==> config.mk <==
export PLATFORM = sky130hd
export DESIGN_NAME = mix_columns_seq
export DESIGN_NICKNAME = d
export VERILOG_FILES = /design/src/rtl/mix_columns_seq.sv
export SDC_FILE = /design/constraint.sdc
export NUM_CORES = 1
export LEC_CHECK = 0
export ABC_AREA = 1
export BUFFER_PORTS_ARGS = -buffer_cell sky130_fd_sc_hd__buf_4
export CAP_MARGIN = 20
export CORE_ASPECT_RATIO = 0.8
export CORE_UTILIZATION = 63
export CTS_CLUSTER_SIZE = 10
export DETAILED_ROUTE_END_ITERATION = 6
export PLACE_DENSITY = 0.95
export SLEW_MARGIN = 20
export SYNTH_ARGS = -nofsm -noshare
export SYNTH_HDL_FRONTEND = slang
export SYNTH_SLANG_ARGS = --single-unit
==> constraint.sdc <==
create_clock -name clk -period 3.2 [get_ports clk]
set_input_delay 0 -clock clk [delete_from_list [all_inputs] [get_ports clk]]
set_output_delay 0 -clock clk [all_outputs]
set_load 0.02 [all_outputs]
==> src/rtl/mix_columns_seq.sv <==
// Iterative AES MixColumns: mixes COLS_PER_CYCLE columns of the 128-bit state per clock,
// or copies them unchanged when the transaction was flagged as the final (bypass) round.
module mix_columns_seq #(
  parameter int COLS_PER_CYCLE = 1
) (
  input  logic         clk,
  input  logic         rst_n,
  input  logic         in_valid,
  output logic         in_ready,
  input  logic [127:0] state_in,
  input  logic         bypass_in,
  output logic         out_valid,
  input  logic         out_ready,
  output logic [127:0] state_out
);

  generate
    if (!(COLS_PER_CYCLE == 1 || COLS_PER_CYCLE == 2 || COLS_PER_CYCLE == 4)) begin : gIllegalCols
      $error("mix_columns_seq: COLS_PER_CYCLE must be 1, 2 or 4");
    end
  endgenerate

  typedef enum logic [1:0] {
    Idle = 2'd0,
    Busy = 2'd1,
    Done = 2'd2
  } stateT;

  // Column counter wraps to 0 after the last chunk, so a step of 4 encodes as 0.
  localparam logic [1:0] ColStep = 2'(COLS_PER_CYCLE % 4);

  stateT          state_q;
  logic [1:0]     col_cnt_q;
  logic [127:0]   work_q;
  logic [127:0]   result_q;
  logic [127:0]   result_d;
  logic           bypass_q;
  logic           lastChunk;

  function automatic logic [7:0] xtime(input logic [7:0] x);
    return {x[6:0], 1'b0} ^ (x[7] ? 8'h1b : 8'h00);
  endfunction

  function automatic logic [31:0] mixColumn(input logic [31:0] a);
    logic [7:0] a0, a1, a2, a3;
    logic [7:0] b0, b1, b2, b3;
    a0 = a[31:24];
    a1 = a[23:16];
    a2 = a[15:8];
    a3 = a[7:0];
    b0 = xtime(a0) ^ (xtime(a1) ^ a1) ^ a2 ^ a3;
    b1 = a0 ^ xtime(a1) ^ (xtime(a2) ^ a2) ^ a3;
    b2 = a0 ^ a1 ^ xtime(a2) ^ (xtime(a3) ^ a3);
    b3 = (xtime(a0) ^ a0) ^ a1 ^ a2 ^ xtime(a3);
    return {b0, b1, b2, b3};
  endfunction

  function automatic logic [31:0] getColumn(input logic [127:0] s, input int c);
    return {s[127-8*c -: 8], s[95-8*c -: 8], s[63-8*c -: 8], s[31-8*c -: 8]};
  endfunction

  // A column belongs to the current chunk when its distance above col_cnt is below the chunk size.
  always_comb begin
    logic [1:0]  colOff;
    logic [31:0] colVal;
    result_d = result_q;
    colOff   = 2'd0;
    colVal   = 32'h0;
    for (int c = 0; c < 4; c++) begin
      colOff = 2'(c) - col_cnt_q;
      if (int'(colOff) < COLS_PER_CYCLE) begin
        colVal = bypass_q ? getColumn(work_q, c) : mixColumn(getColumn(work_q, c));
        for (int r = 0; r < 4; r++) begin
          result_d[127-32*r-8*c -: 8] = colVal[31-8*r -: 8];
        end
      end
    end
  end

  assign lastChunk = ({1'b0, col_cnt_q} + 3'(COLS_PER_CYCLE)) >= 3'd4;

  always_ff @(posedge clk or negedge rst_n) begin
    if (!rst_n) begin
      state_q   <= Idle;
      col_cnt_q <= 2'd0;
      work_q    <= 128'h0;
      result_q  <= 128'h0;
      bypass_q  <= 1'b0;
    end else begin
      case (state_q)
        Idle: begin
          if (in_valid) begin
            work_q    <= state_in;
            bypass_q  <= bypass_in;
            col_cnt_q <= 2'd0;
            state_q   <= Busy;
          end
        end
        Busy: begin
          result_q  <= result_d;
          col_cnt_q <= col_cnt_q + ColStep;
          if (lastChunk) begin
            state_q <= Done;
          end
        end
        Done: begin
          if (out_ready) begin
            state_q <= Idle;
          end
        end
        default: state_q <= Idle;
      endcase
    end
  end

  assign in_ready  = (state_q == Idle);
  assign out_valid = (state_q == Done);
  assign state_out = result_q;

endmodule
Word level (Yosys, flattened, before mapping)
Index checks and enable logic that the tools add are counted.
Storage, ports and cells
  bits in writable memories: 0
  bits in registers: 261
  memory bits (read-only): 0
  input bits: 133
  memories: 0
  bits in latches: 0
Cells by class
  shift-type cells: 0
  reductions and logical operators: 9
  mux-type cells: 26
  $add $sub $neg: 6
  divide/modulo/power cells: 0
  multipliers: 0
  bitwise gates (word level): 80
  equality and inequality tests: 5
  magnitude comparators: 5
Operators by type and width (count)
  bitwise XOR 8 bit: 64
  2-to-1 mux 32 bit: 4
  bitwise XOR 8 x 5 -> 8 bit: 16
  2-to-1 mux 5 bit: 16
  AND reduction 2 bit: 6
  < comparator 2 x 1 -> 1 bit, second input constant: 4
  2-to-1 mux 2 bit: 4
  case mux 2 bit (3 select lines): 1
  != test 2 bit, second input constant: 2
  case mux 2 bit (2 select lines): 1
  subtractor 1 x 2 -> 2 bit, first input constant: 2
  subtractor 2 bit, first input constant: 2
  adder 2 x 1 -> 3 bit, second input constant: 1
  >= comparator 3 bit, second input constant: 1
  AND reduction 3 bit: 1
  adder 2 x 1 -> 2 bit, second input constant: 1
  == test 2 x 1 -> 1 bit, second input constant: 1
  == test 2 bit, second input constant: 1
  logical NOT 2 bit: 1
  != test 2 x 1 -> 1 bit, second input constant: 1
  nonzero test 2 bit: 1

Logic depth before layout (Yosys ltp)
  depth in word-level cells: 7
  mapped depth: 11
  gate-level depth less buffers: 10

Worst setup path before layout
Ideal clock, no wire load.
  kind: register to register
  start: reg state_q[1]
  end: reg work_q[100]
  arrival: 1.388 ns
  setup slack: 1.683 ns
  stages on the path, launching flop included: 7
  setup time: 0.129 ns
  required time: 3.071 ns
  cell sequence: dfrtp_1 nor2_1 nand2_2 buf_2 buf_2 nor2_1 a21oi_1
Between the ends
  cells in the longest elaborated chain, start to end: 2
Ends and longest elaborated chain
  start, declared: RTL line 32  | stateT state_q;
  start signal, assigned: RTL line 84  | state_q <= Idle;
  start signal, assigned: RTL line 96  | state_q <= Busy;
  start signal, assigned: RTL line 103  | state_q <= Done;
  logical NOT 2 bit
  net in_ready: RTL line 9  | output logic in_ready,
  AND reduction 2 bit (no line)
  end signal, assigned: RTL line 93  | work_q <= state_in;
  end, declared: RTL line 34  | logic [127:0] work_q;
The timed path passes the listed nets, and every way through them passes these cells.
A chain may end at the register's enable or synchronous reset.

Worst setup path in the final report
  start: reg state_q[1]
  end: reg work_q[52]
Between the ends
  cells in the longest elaborated chain, start to end: 2
Ends and longest elaborated chain
  logical NOT 2 bit: RTL line 90  | case (state_q)
  AND reduction 2 bit (no line)
No other way between the ends.

==> impl_metrics.tcl <==
set metrics [dict create \
    run_status "finished, violations left" \
    violations "DRC" \
    path_cells "nor2_1, nand2_8, buf_4, nor2_1, a21oi_1" \
    mostFrequentLayoutCells "nand2_1, a21oi_1, buf_4" \
    gp_congestion 0.969 \
    timing.hold.worst.class "primary input to asynchronous set/reset pin" \
    yosysWarningCount 0 \
    start_util 0.641 \
    drcViolationCount 4 \
    buffer_ports.inserted 262 \
    cts_tree "done" \
    irDropWorstVdd_mv 0.717 \
    final.setup.worst_slack_ns 1.11 \
    synthDominantAreaCellType "dfrtp_1" \
    synth.avg_cell_area_um2 5.97 \
    maxCapViolCount 0 \
    fp.dieH_um 154 \
    layout.core_utilization 0.790 \
    globalRoute.totalOverflow 0 \
    die_area_mm2 0.0295 \
    num_vias 21700 \
    layout.cells.most_common "nand2_1" \
    post_synth_main_area_contributors "dfrtp_1, nand2_1, a21oi_1" \
    detail_route.iter0.violations 2473 \
    io_pins 263 \
    global_route.peak_usage_layer "met2" \
    post_synth_inst_count 3038 \
    ctsLongestPathBuffers 3 \
    grt_max_degree 111 \
    switching_power_mw 15.2 \
    timing.critical_path.buf_inv 1 \
    crit_path_max_incr_delay_ns 0.44 \
    crit_fanout 77 \
    antenna_found_initial 3 \
    met3_usage 0.0918 \
    drive_above_1_share 0.0979 \
    global_route.usage.met2 0.639 \
    dieWidth_um 192 \
    route.final.wire_length_mm 60.8 \
    wl_per_instance_um 16.3 \
    drtAntennaViolNets 0 \
    p_sw_frac 0.548 \
    power-per-cell-area_mw_per_mm2 1240 \
    cts_made_buffers 30 \
    globalRouteMet1Util 0.551 \
    post_drt_via_cell_ratio 5.81 \
    end_kind "flip-flop" \
    dp_hpwl_mm 39.2 \
    p_int_mw 12.5 \
    setup_viol 0 \
    grt_first_pass_wirelength_mm 98.5 \
    grt.total_usage 0.409 \
    critical_path_class "flip-flop to flip-flop" \
    tightestPinTransition_ns 0.873 \
    rows 55 \
    floorplan.core_area_mm2 0.0283 \
    syn_nets 3176 \
    crit_top_cell "nor2_1" \
    synth_cell_type_count 24 \
    cts.reportedPaths.clkPinSlew_ns 0.06 \
    pre_cts_slack_ns 1.19 \
    final_max_slew_viol_count 0 \
    synth_seq_area_share 0.360 \
    clock_root_buffer "clkbuf_16" \
    drt_pass1_iterations 7 \
    worst-endpoint-arrival_ns 2.50 \
    ys_ff_latch 261 \
    place_area_mm2 0.0202 \
    final.setup_skew_ns 0.00998 \
    area_growth_pct 23.1 \
    pwr-share-seq 0.260 \
    max_slew_headroom_at_the_worst_pin 0.418 \
    critical-path-slowest-cell "buf_4" \
    clock_power_share 0.113 \
    power.share.combinational 0.628 \
    netlist_area_mm2 0.0181 \
    final_design_area_no_fill_mm2 0.0223 \
    grt_setup_unrepaired "no" \
    fin_setup_tns_ns 0 \
    layout.nets 3493 \
    hold_viol 0 \
    post-cts-setup-buffer-count 0 \
    first_global_vias 20300 \
    cts_num_sinks 261 \
    fin_crit_sh 0.652 \
    power.static_leakage_nw 12.7 \
    crit_path_start_kind "flip-flop" \
    crit_path_required_time_ns 3.62 \
    period_needed_ns 2.09 \
    achievable-frequency_ghz 0.479 \
    post-synth-top-area-fraction 0.360 \
    clkLatencyLatePin_ns 0.56 \
    htree_levels 1 \
    worst_path_dominant_cell_family "simple AND/OR/NAND/NOR gates" \
]
cell usage after synthesis:
| cell | n |
|---|---|
| clkinv_1 | 19 |
| buf_6 | 1 |
| o21ai_0 | 42 |
| xor2_1 | 28 |
| nand3_1 | 242 |
| buf_1 | 6 |
| o21ai_1 | 5 |
| clkbuf_2 | 6 |
| ha_1 | 5 |
| nor2_1 | 170 |
| buf_4 | 8 |
| dfrtp_1 | 261 |
| clkbuf_1 | 40 |
| buf_2 | 69 |
| nand3b_1 | 5 |
| nor2_4 | 1 |
| nand2_1 | 1632 |
| inv_2 | 3 |
| nand2_2 | 5 |
| nand4_1 | 4 |
| a21oi_1 | 288 |
| inv_1 | 178 |
| xnor2_1 | 19 |
| o31ai_1 | 1 |
cell families after synthesis:
group,share of synthesized area
AO/OA/AOI/OAI,0.0928
XOR/XNOR,0.0227
adder cells (fa/ha/maj),0.00345
buffers and inverters,0.0755
flip-flops,0.360
AND/OR/NAND/NOR,0.445
per-layer routing:
metal / routed length (um) / up-vias
met5: 0 / -
met4: 2180 / 0
met3: 7830 / 197
met2: 27200 / 1548
met1: 23600 / 9830
li1: - / 10100
power groups by stage:
stage | logic (mW) | registers, mW | clock network, mW
6_report | 17.4 | 7.21 | 3.13
2_1_floorplan | 12.0 | 6.93 | 0
5_1_grt | 19.5 | 7.40 | 3.27
3_5_place_dp | 16.6 | 7.07 | 0
4_1_cts | 16.8 | 7.07 | 3.12
3_3_place_gp | 15.9 | 7.05 | 0
per-stage QoR:
stage / power (mW) / cells / hold slack, ns
floorplan: 18.9 / 3038 / -0.296
global placement: 23.0 / 3562 / 0.126
detailed placement: 23.7 / 3562 / 0.133
CTS: 27.0 / 3731 / 0.134
global route: 30.1 / 3733 / 0.171
finish: 27.8 / 3733 / 0.113
final cells by class:
cell class	instances	area, um2
multi-input combinational	2447	10300
sequential	261	6540
fill	2043	5940
timing repair buffer	415	3490
clock buffer	38	832
inverter	200	753
tap	370	463
antenna	2	5.00
sequential cells by signal (all words and copies together), names as in the netlist:
register   count
state_out    128
bypass_q       1
work_q       128
state_q        2
col_cnt_q      2
what timing repair did:
item                                   CTS  global route
hold buffers                           131             0
resized for setup                        0             0
endpoints found under the hold margin  234             0
final timing paths:
path,cells past startpoint,from,to,slack [ns]
worst max-delay path,5,state_q[1],work_q[52],1.11
worst min-delay path,2,rst_n,state_out[99],0.11
worst max register to register,5,state_q[1],work_q[52],1.11
worst min register to register,2,state_out[117],state_out[117],0.48
max in group asynchronous,3,rst_n,work_q[84],2.05
min in group clk,3,in_valid,work_q[30],0.14
Power figures use the tool's default switching activity.
